## src/rtl/keypad_pkg.sv

```systemverilog
// Shared types and constants for the 4x4 hex keypad scanner.
// Holds the FSM state enum, the top-row drive pattern and the key map.
package keypad_pkg;

    typedef enum logic [1:0] {
        ST_SCAN,
        ST_DEBOUNCE,
        ST_HELD
    } state_t;

    localparam logic [3:0] ROW_TOP = 4'b1000;

    // Indexed by {row_idx, col_idx}; row_idx 0 is the top row (row[3]), col_idx 0 is columns[0].
    localparam logic [3:0] KEY_MAP [16] = '{
        4'h1, 4'h2, 4'h3, 4'hA,
        4'h4, 4'h5, 4'h6, 4'hB,
        4'h7, 4'h8, 4'h9, 4'hC,
        4'hE, 4'h0, 4'hF, 4'hD
    };

    function automatic logic [3:0] rotate_row(input logic [3:0] r);
        return {r[0], r[3:1]};
    endfunction

endpackage

```

## src/rtl/keypad_decoder.sv

```systemverilog
// Combinational key decoder: one-hot row plus column lines (highest column wins)
// to the hex code printed on the key.
module keypad_decoder
    import keypad_pkg::*;
(
    input  logic [3:0] i_row,
    input  logic [3:0] i_columns,
    output logic [3:0] o_value
);

    logic [1:0] w_row_idx;
    logic [1:0] w_col_idx;

    // NOTE: every output of a combinational block gets a default first, so no path can infer a latch.
    always_comb begin
        w_row_idx = 2'd0;
        case (i_row)
            4'b1000: w_row_idx = 2'd0;
            4'b0100: w_row_idx = 2'd1;
            4'b0010: w_row_idx = 2'd2;
            4'b0001: w_row_idx = 2'd3;
            default: w_row_idx = 2'd0;
        endcase
    end

    always_comb begin
        w_col_idx = 2'd0;
        casez (i_columns)
            4'b1???: w_col_idx = 2'd3;
            4'b01??: w_col_idx = 2'd2;
            4'b001?: w_col_idx = 2'd1;
            default: w_col_idx = 2'd0;
        endcase
    end

    assign o_value = KEY_MAP[{w_row_idx, w_col_idx}];

endmodule

```

## src/rtl/keypad_scanner.sv

```systemverilog
// 4x4 keypad scanner: rotates the row drive, debounces a press on the frozen row,
// strobes the decoded key once, then waits for a debounced release before rescanning.
module keypad_scanner
    import keypad_pkg::*;
#(
    parameter int DEBOUNCE_CYCLES = 4
) (
    input  logic       clk,
    input  logic       reset,
    input  logic [3:0] columns,
    output logic [3:0] row,
    output logic       key_pressed,
    output logic [3:0] value
);

    localparam int               CNT_W   = $clog2(DEBOUNCE_CYCLES + 1);
    localparam logic [CNT_W-1:0] CNT_MAX = CNT_W'(DEBOUNCE_CYCLES);
    localparam logic [CNT_W-1:0] CNT_ONE = CNT_W'(1);

    state_t           r_state;
    logic [3:0]       r_row;
    logic [3:0]       r_cand;
    logic [CNT_W-1:0] r_count;
    logic [3:0]       r_value;
    logic             r_key_pressed;

    state_t           w_state_nxt;
    logic [3:0]       w_row_nxt;
    logic [3:0]       w_cand_nxt;
    logic [CNT_W-1:0] w_count_nxt;
    logic [3:0]       w_value_nxt;
    logic             w_key_pressed_nxt;
    logic [CNT_W-1:0] w_count_inc;
    logic [3:0]       w_decoded;

    // Acceptance only happens while columns match the frozen candidate, so decoding live columns is safe.
    keypad_decoder u_decoder (
        .i_row     (r_row),
        .i_columns (columns),
        .o_value   (w_decoded)
    );

    assign w_count_inc = r_count + CNT_ONE;

    // NOTE: sequential state uses non-blocking assignments so every register samples pre-edge values.
    always_ff @(posedge clk or posedge reset) begin
        if (reset) begin
            r_state       <= ST_SCAN;
            r_row         <= ROW_TOP;
            r_cand        <= 4'h0;
            r_count       <= '0;
            r_value       <= 4'h0;
            r_key_pressed <= 1'b0;
        end else begin
            r_state       <= w_state_nxt;
            r_row         <= w_row_nxt;
            r_cand        <= w_cand_nxt;
            r_count       <= w_count_nxt;
            r_value       <= w_value_nxt;
            r_key_pressed <= w_key_pressed_nxt;
        end
    end

    always_comb begin
        w_state_nxt       = r_state;
        w_row_nxt         = r_row;
        w_cand_nxt        = r_cand;
        w_count_nxt       = r_count;
        w_value_nxt       = r_value;
        w_key_pressed_nxt = 1'b0;

        case (r_state)
            ST_SCAN: begin
                if (columns != 4'h0) begin
                    w_cand_nxt = columns;
                    if (DEBOUNCE_CYCLES == 1) begin
                        w_value_nxt       = w_decoded;
                        w_key_pressed_nxt = 1'b1;
                        w_count_nxt       = '0;
                        w_state_nxt       = ST_HELD;
                    end else begin
                        w_count_nxt = CNT_ONE;
                        w_state_nxt = ST_DEBOUNCE;
                    end
                end else begin
                    w_row_nxt = rotate_row(r_row);
                end
            end

            ST_DEBOUNCE: begin
                if (columns == r_cand) begin
                    if (w_count_inc == CNT_MAX) begin
                        w_value_nxt       = w_decoded;
                        w_key_pressed_nxt = 1'b1;
                        w_count_nxt       = '0;
                        w_state_nxt       = ST_HELD;
                    end else begin
                        w_count_nxt = w_count_inc;
                    end
                end else begin
                    // A bounce abandons the candidate and moves on to the next row.
                    w_count_nxt = '0;
                    w_row_nxt   = rotate_row(r_row);
                    w_state_nxt = ST_SCAN;
                end
            end

            ST_HELD: begin
                if (columns == 4'h0) begin
                    if (w_count_inc == CNT_MAX) begin
                        w_count_nxt = '0;
                        w_state_nxt = ST_SCAN;
                    end else begin
                        w_count_nxt = w_count_inc;
                    end
                end else begin
                    w_count_nxt = '0;
                end
            end

            default: begin
                w_count_nxt = '0;
                w_row_nxt   = ROW_TOP;
                w_state_nxt = ST_SCAN;
            end
        endcase
    end

    assign row         = r_row;
    assign key_pressed = r_key_pressed;
    assign value       = r_value;

endmodule

```

## config.mk

```make
export PLATFORM = sky130hd
export DESIGN_NAME = keypad_scanner
export DESIGN_NICKNAME = d
export VERILOG_FILES = /design/src/rtl/keypad_pkg.sv /design/src/rtl/keypad_decoder.sv /design/src/rtl/keypad_scanner.sv
export SDC_FILE = /design/constraint.sdc
export NUM_CORES = 1
export LEC_CHECK = 0
export CAP_MARGIN = 20
export CELL_PAD_IN_SITES_DETAIL_PLACEMENT = 0
export CELL_PAD_IN_SITES_GLOBAL_PLACEMENT = 2
export CORE_MARGIN = 2
export CORE_UTILIZATION = 35
export CTS_CLUSTER_SIZE = 12
export DETAILED_ROUTE_END_ITERATION = 10
export HOLD_SLACK_MARGIN = 0.1
export PLACE_DENSITY_LB_ADDON = 0.1
export SYNTH_ARGS = -nofsm -noshare
export SYNTH_HDL_FRONTEND = slang
export SYNTH_SLANG_ARGS = --single-unit
```

## constraint.sdc

```tcl
create_clock -name clk -period 2.7 [get_ports clk]
set_clock_uncertainty 0.15 [all_clocks]
set_input_delay 0.54 -clock clk [delete_from_list [all_inputs] [get_ports clk]]
set_output_delay 0.54 -clock clk [all_outputs]
set_load 0.01 [all_outputs]
```

# After elaboration in Yosys (flattened, before gate mapping)
# Memories as Yosys holds them, arrays and structs flattened. A register that Yosys moved wholly into a read port is not among the register bits.
# Cells that the tools add are included.
[totals]
romBits = 64
memories = 1
regBits = 14
latch_bits = 0
elab_cells = 50
output_inout_bits = 9
ramBits = 0
[classes]
n_shift = 0
n_bitwise = 2
multipliers = 0
mux = 19
n_reduce_logical = 7
n_lt_le_gt_ge = 0
n_div = 0
n_addsub = 1
n_eq_ne = 15
[memory_table]
columns = ["name", "words", "width", "read_ports", "rd_ports_with_merged_regs", "wr", "line_no", "source"]
rows = [
  ["(no name shown)", 16, 4, 1, 1, 0, "keypad_decoder.sv:36", "assign o_value = KEY_MAP[{w_row_idx, w_col_idx}];"],
]
[op_table]
columns = ["cell", "count"]
rows = [
  ["one-hot mux 2 bit (3 select lines)", 3],
  ["2-to-1 mux 3 bit", 4],
  ["one-hot mux 4 bit (3 select lines)", 1],
  ["2-to-1 mux 2 bit", 5],
  ["!= test 2 bit, second input constant", 5],
  ["one-hot mux 3 bit (3 select lines)", 1],
  ["2-to-1 mux 4 bit", 2],
  ["AND reduction 3 bit", 2],
  ["inverter 4 -> 5 bit", 1],
  ["equality test 2 x 1 -> 1 bit, second input constant", 2],
  ["equality test 4 x 1 -> 1 bit, second input constant", 1],
  ["equality test 4 x 2 -> 1 bit, second input constant", 1],
  ["equality test 4 x 3 -> 1 bit, second input constant", 1],
  ["equality test 4 bit", 1],
  ["logical NOT 4 bit", 1],
  ["AND reduction 4 bit", 1],
  ["nonzero test 4 bit", 1],
  ["adder 3 x 1 -> 3 bit, second input constant", 1],
  ["equality test 3 x 1 -> 1 bit, second input constant", 1],
  ["equality test 3 bit, second input constant", 1],
  ["2-to-1 mux 1 bit", 3],
  ["!= test 3 bit, second input constant", 1],
  ["equality test 2 bit, second input constant", 1],
  ["logical NOT 2 bit", 1],
  ["2 further kinds", 2],
]

# Longest topological paths before layout
[logic_depth]
word_depth = 5
mapped_depth = 7
depth_no_buf = 7

# Cells and area by module
# From an unflattened synthesis, not the netlist that was laid out.
[hier_totals]
cells_unflattened = 108
hier_area_um2 = 1108.6
[modules_own_cells]
columns = ["mod", "area_per_inst_um2", "instances", "cells_per_inst", "seq_area_each_um2"]
rows = [
  ["keypad_scanner", 889.6, 1, 79, 451.7],
  ["keypad_decoder", 219.0, 1, 29, 0.0],
]

# Worst setup path before layout
# No wires, ideal clock.
[synth_path]
kind = "input to register"
start = "input port columns[1]"
end = "register r_value[2] (netlist: value[2])"
stages = 7
arrival_ns = 1.879
n_path_buf = 0
slack_ns = 0.607
path_cell_list = "nor2b_1 -> or2_2 -> inv_1 -> ha_1 -> a2111oi_0 -> a41o_1 -> mux2_4"
[synth_between]
elab_chain_cells = 3
elab_cells_between_ends = 5
[synth_lines]
columns = ["item", "line_no", "source"]
rows = [
  ["start, declared", "keypad_scanner.sv:10", "input logic [3:0] columns,"],
  ["equality test 3 x 1 -> 1 bit", "keypad_decoder.sv:28", "casez (i_columns)"],
  ["one-hot mux 2 bit (3 select lines)", "keypad_decoder.sv:28", ""],
  ["inverter 4 -> 5 bit (implied by the code)", "keypad_decoder.sv:36", ""],
  ["end, declared", "keypad_scanner.sv:24", "logic [3:0] r_value;"],
]
# Parallel ways exist; a longest one is shown, timed or not.
# A chain may end at the register's enable or synchronous reset.

# Worst setup path after layout
# Same ends and word-level chain as after synthesis.

==> flow_metrics.py <==
metrics = {
    "status": {
        "outcome": "complete, no violations",
    },
    "critical_path": {
        "critPathKind": "in -> reg",
        "critPathArrivalTime_ns": 2.41,
        "cp_slowest_cell": "clkdlybuf4s50_1",
        "path_cells": "clkdlybuf4s50_1 > nor2b_1 > or2_2 > inv_1 > ha_1 > a2111oi_0 > a41o_1 > mux2_4",
        "path_max_fanout": 4,
        "r2r_cells": 5,
        "critPathLaunchType": "input port",
        "cp-end-kind": "flop",
        "crit_required_ns": 2.80,
        "slowest_delay_ns": 0.41,
    },
    "route": {
        "drc": 0,
        "first_pass_iters": 4,
        "num_vias": 955,
        "post_drt_wl_per_cell_um": 13.88,
        "drt-initial-drc-count": 40,
        "vias_per_cell": 5.107,
        "wl_um": 2596,
        "antenna_left": 0,
    },
    "logic_synthesis": {
        "synth_mux_area_frac": 0.03715,
        "synthAdderAreaFrac": 0.07224,
        "yosysWarnings": 0,
        "synth_cell_type_count": 46,
        "synthTopCellsByArea": "dfrtp_1, ha_1, nand2_1",
        "synth_area_leader_cell": "dfrtp_1",
        "synth_edf_count": 0,
        "synth_compound_area_frac": 0.2074,
        "synth_xor_area_frac": 0.06295,
        "netlist_instances": 119,
        "synthSimpleGateAreaFrac": 0.1950,
        "synth_top_family_by_area": "compound AO/OA/AOI/OAI gates",
        "synth_ff_type": "dfrtp_1",
        "syn-cell-area_um2": 1212,
        "synthArstFlopShare": 1.000,
        "synth_top_area_share": 0.3509,
        "synth_seq_area_share": 0.3725,
        "avgSynthCellArea_um2": 10.19,
        "synth_seq_cells": 18,
        "synth_nets": 132,
    },
    "die": {
        "rows": 21,
        "dieArea_um2": 3951,
        "io_pins": 15,
        "coreArea_um2": 3337,
        "die_h_um": 62.86,
        "die_w_um": 62.86,
        "start_util": 0.3633,
    },
    "timing": {
        "worst_slew_pin_slew_ns": 0.7378,
        "slew-limit-headroom": 0.5076,
        "setup_viol": 0,
        "finalCritPeriodShare": 0.8555,
        "maxSlewViolCount": 0,
        "max_freq_mhz": 432.9,
        "setup_slack_ns": 0.3902,
        "rsz0062_at_grt": "no",
        "finalWorstPathRequiredPeriod_ns": 2.310,
        "final_hold_viol_count": 0,
        "setup_tns_ns": 0,
    },
    "grt": {
        "grt_overflow": 0,
        "grt_pass1_wl_um": 4643,
        "grt_use_total": 0.1489,
        "antenna_found_initial": 0,
        "first_global_vias": 946,
        "grt_max_degree": 19,
    },
    "power": {
        "powerDensity_nw_per_um2": 861.3,
        "ir_worst_vdd_v": 0.0003185,
        "fin_total_pwr_mw": 1.272,
        "p_leak_nw": 0.6858,
    },
    "cells_and_area": {
        "drive_gt1_frac": 0.2128,
        "area_growth_pct": 21.78,
        "num_antenna_cells": 0,
        "fillers": 336,
        "fin_cells": 187,
        "finish.instance_area_um2": 1476,
        "fin_nets": 155,
    },
    "placed_design": {
        "dp_hpwl_um": 2013,
        "dp_cells": 183,
        "io_buffers": 14,
        "place.gp.congestion": 0.7950,
        "place_area_um2": 1440,
        "place_ws_ns": 0.07392,
    },
    "clock_network": {
        "htree_num_levels": 1,
        "root_buffer": "clkbuf_4",
        "cts_tree": "yes",
        "cts_buffers": 3,
        "post-cts-setup-buffers": 0,
        "clk_pin_slew_ns": 0.12,
        "clock_sinks": 18,
        "clock_latency_ns": 0.30,
        "cts_hold_buf": 0,
        "clk_path_buf_depth": 2,
        "cts_resized": 0,
    },
    "hold_path": {
        "hold_path.class": "reg -> reg",
        "holdPathStages": 2,
    },
    "job": {
        "cap_violations": 0,
    },
}
## state kept, by name, summed over array words and instances (netlist names)
name	cells
r_cand	4
row	4
value	4
r_count	3
r_state	2
key_pressed	1
## area by class of cell
class	instances	area, µm²	area share
multi-input combinational	89	696.9	0.4720
sequential	18	451.7	0.3059
timing repair buffer	23	207.7	0.1407
tap	46	57.56	0.03898
clock buffer	4	36.28	0.02458
inverter	7	26.28	0.01780
## path summary, 6_finish.rpt
path	startpoint	end	slack, ns
max	columns[1]	value[2]	0.39
min	r_cand[2]	r_cand[2]	0.36
max reg2reg	r_count[0]	value[3]	0.78
min reg2reg	r_cand[2]	r_cand[2]	0.36
max in group asynchronous	reset	r_cand[0]	1.43
min in group asynchronous	reset	key_pressed	0.50
## stage by stage
stage	utilization	hold WS, ns
after floorplan	-	0.3155
after global placement	0.4316	0.3279
after detailed placement	0.4316	0.3330
after CTS	0.4424	0.3633
after global routing	0.4424	0.3915
final	0.4424	0.3586
## synthesized netlist by cell type (3+ instances only)
master	instances
a22o_1	4
dfrtp_1	17
ha_1	7
inv_1	6
mux2_4	3
nand2_1	13
nor2_1	8
o21ai_0	6
o31ai_1	3
xor2_1	4
## critical path: cells and delay by family
| kind | cells | cell delay [ns] |
|---|---|---|
| muxes | 1 | 0.13 |
| buffers and inverters | 2 | 0.50 |
| AOI/OAI and AO/OA | 2 | 0.56 |
| and+or+nand+nor | 2 | 0.46 |
| adders and majority gates | 1 | 0.22 |
## cells in the final DEF, fill, tap and decap left out, types with 3 or more instances in the layout
| master | count |
|---|---|
| nor2_1 | 8 |
| o21ai_0 | 6 |
| inv_1 | 6 |
| mux2_4 | 3 |
| clkdlybuf4s50_1 | 14 |
| nand2_1 | 13 |
| clkbuf_4 | 3 |
| ha_1 | 7 |
| xor2_1 | 4 |
| a22o_1 | 4 |
| o31ai_1 | 3 |
| dfrtp_1 | 17 |
| buf_4 | 9 |
## per-layer routing
layer	track usage	vias up	wire length, µm
met2	0.2473	21	1247
li1	-	466	-
met4	0.04167	0	10
met3	0.02342	2	97
met1	0.2007	466	1241
met5	0	-	0
## power breakdown
| part | switching, mW | total (mW) | internal (mW) |
|---|---|---|---|
| logic | 0.351 | 0.629 | 0.278 |
| clock network | 0.0952 | 0.177 | 0.0822 |
| registers | 0.109 | 0.465 | 0.356 |
## cell families (layout without fill, tap and decap cells)
family | Yosys count | in the layout
flip-flops | 18 | 18
XOR/XNOR | 7 | 7
AO/OA/AOI/OAI | 31 | 31
adder cells (fa/ha/maj) | 7 | 7
multiplexers | 3 | 3
AND/OR/NAND/NOR | 41 | 41
buffers and inverters | 12 | 34
No activity file was read; power rests on OpenSTA's default activity.
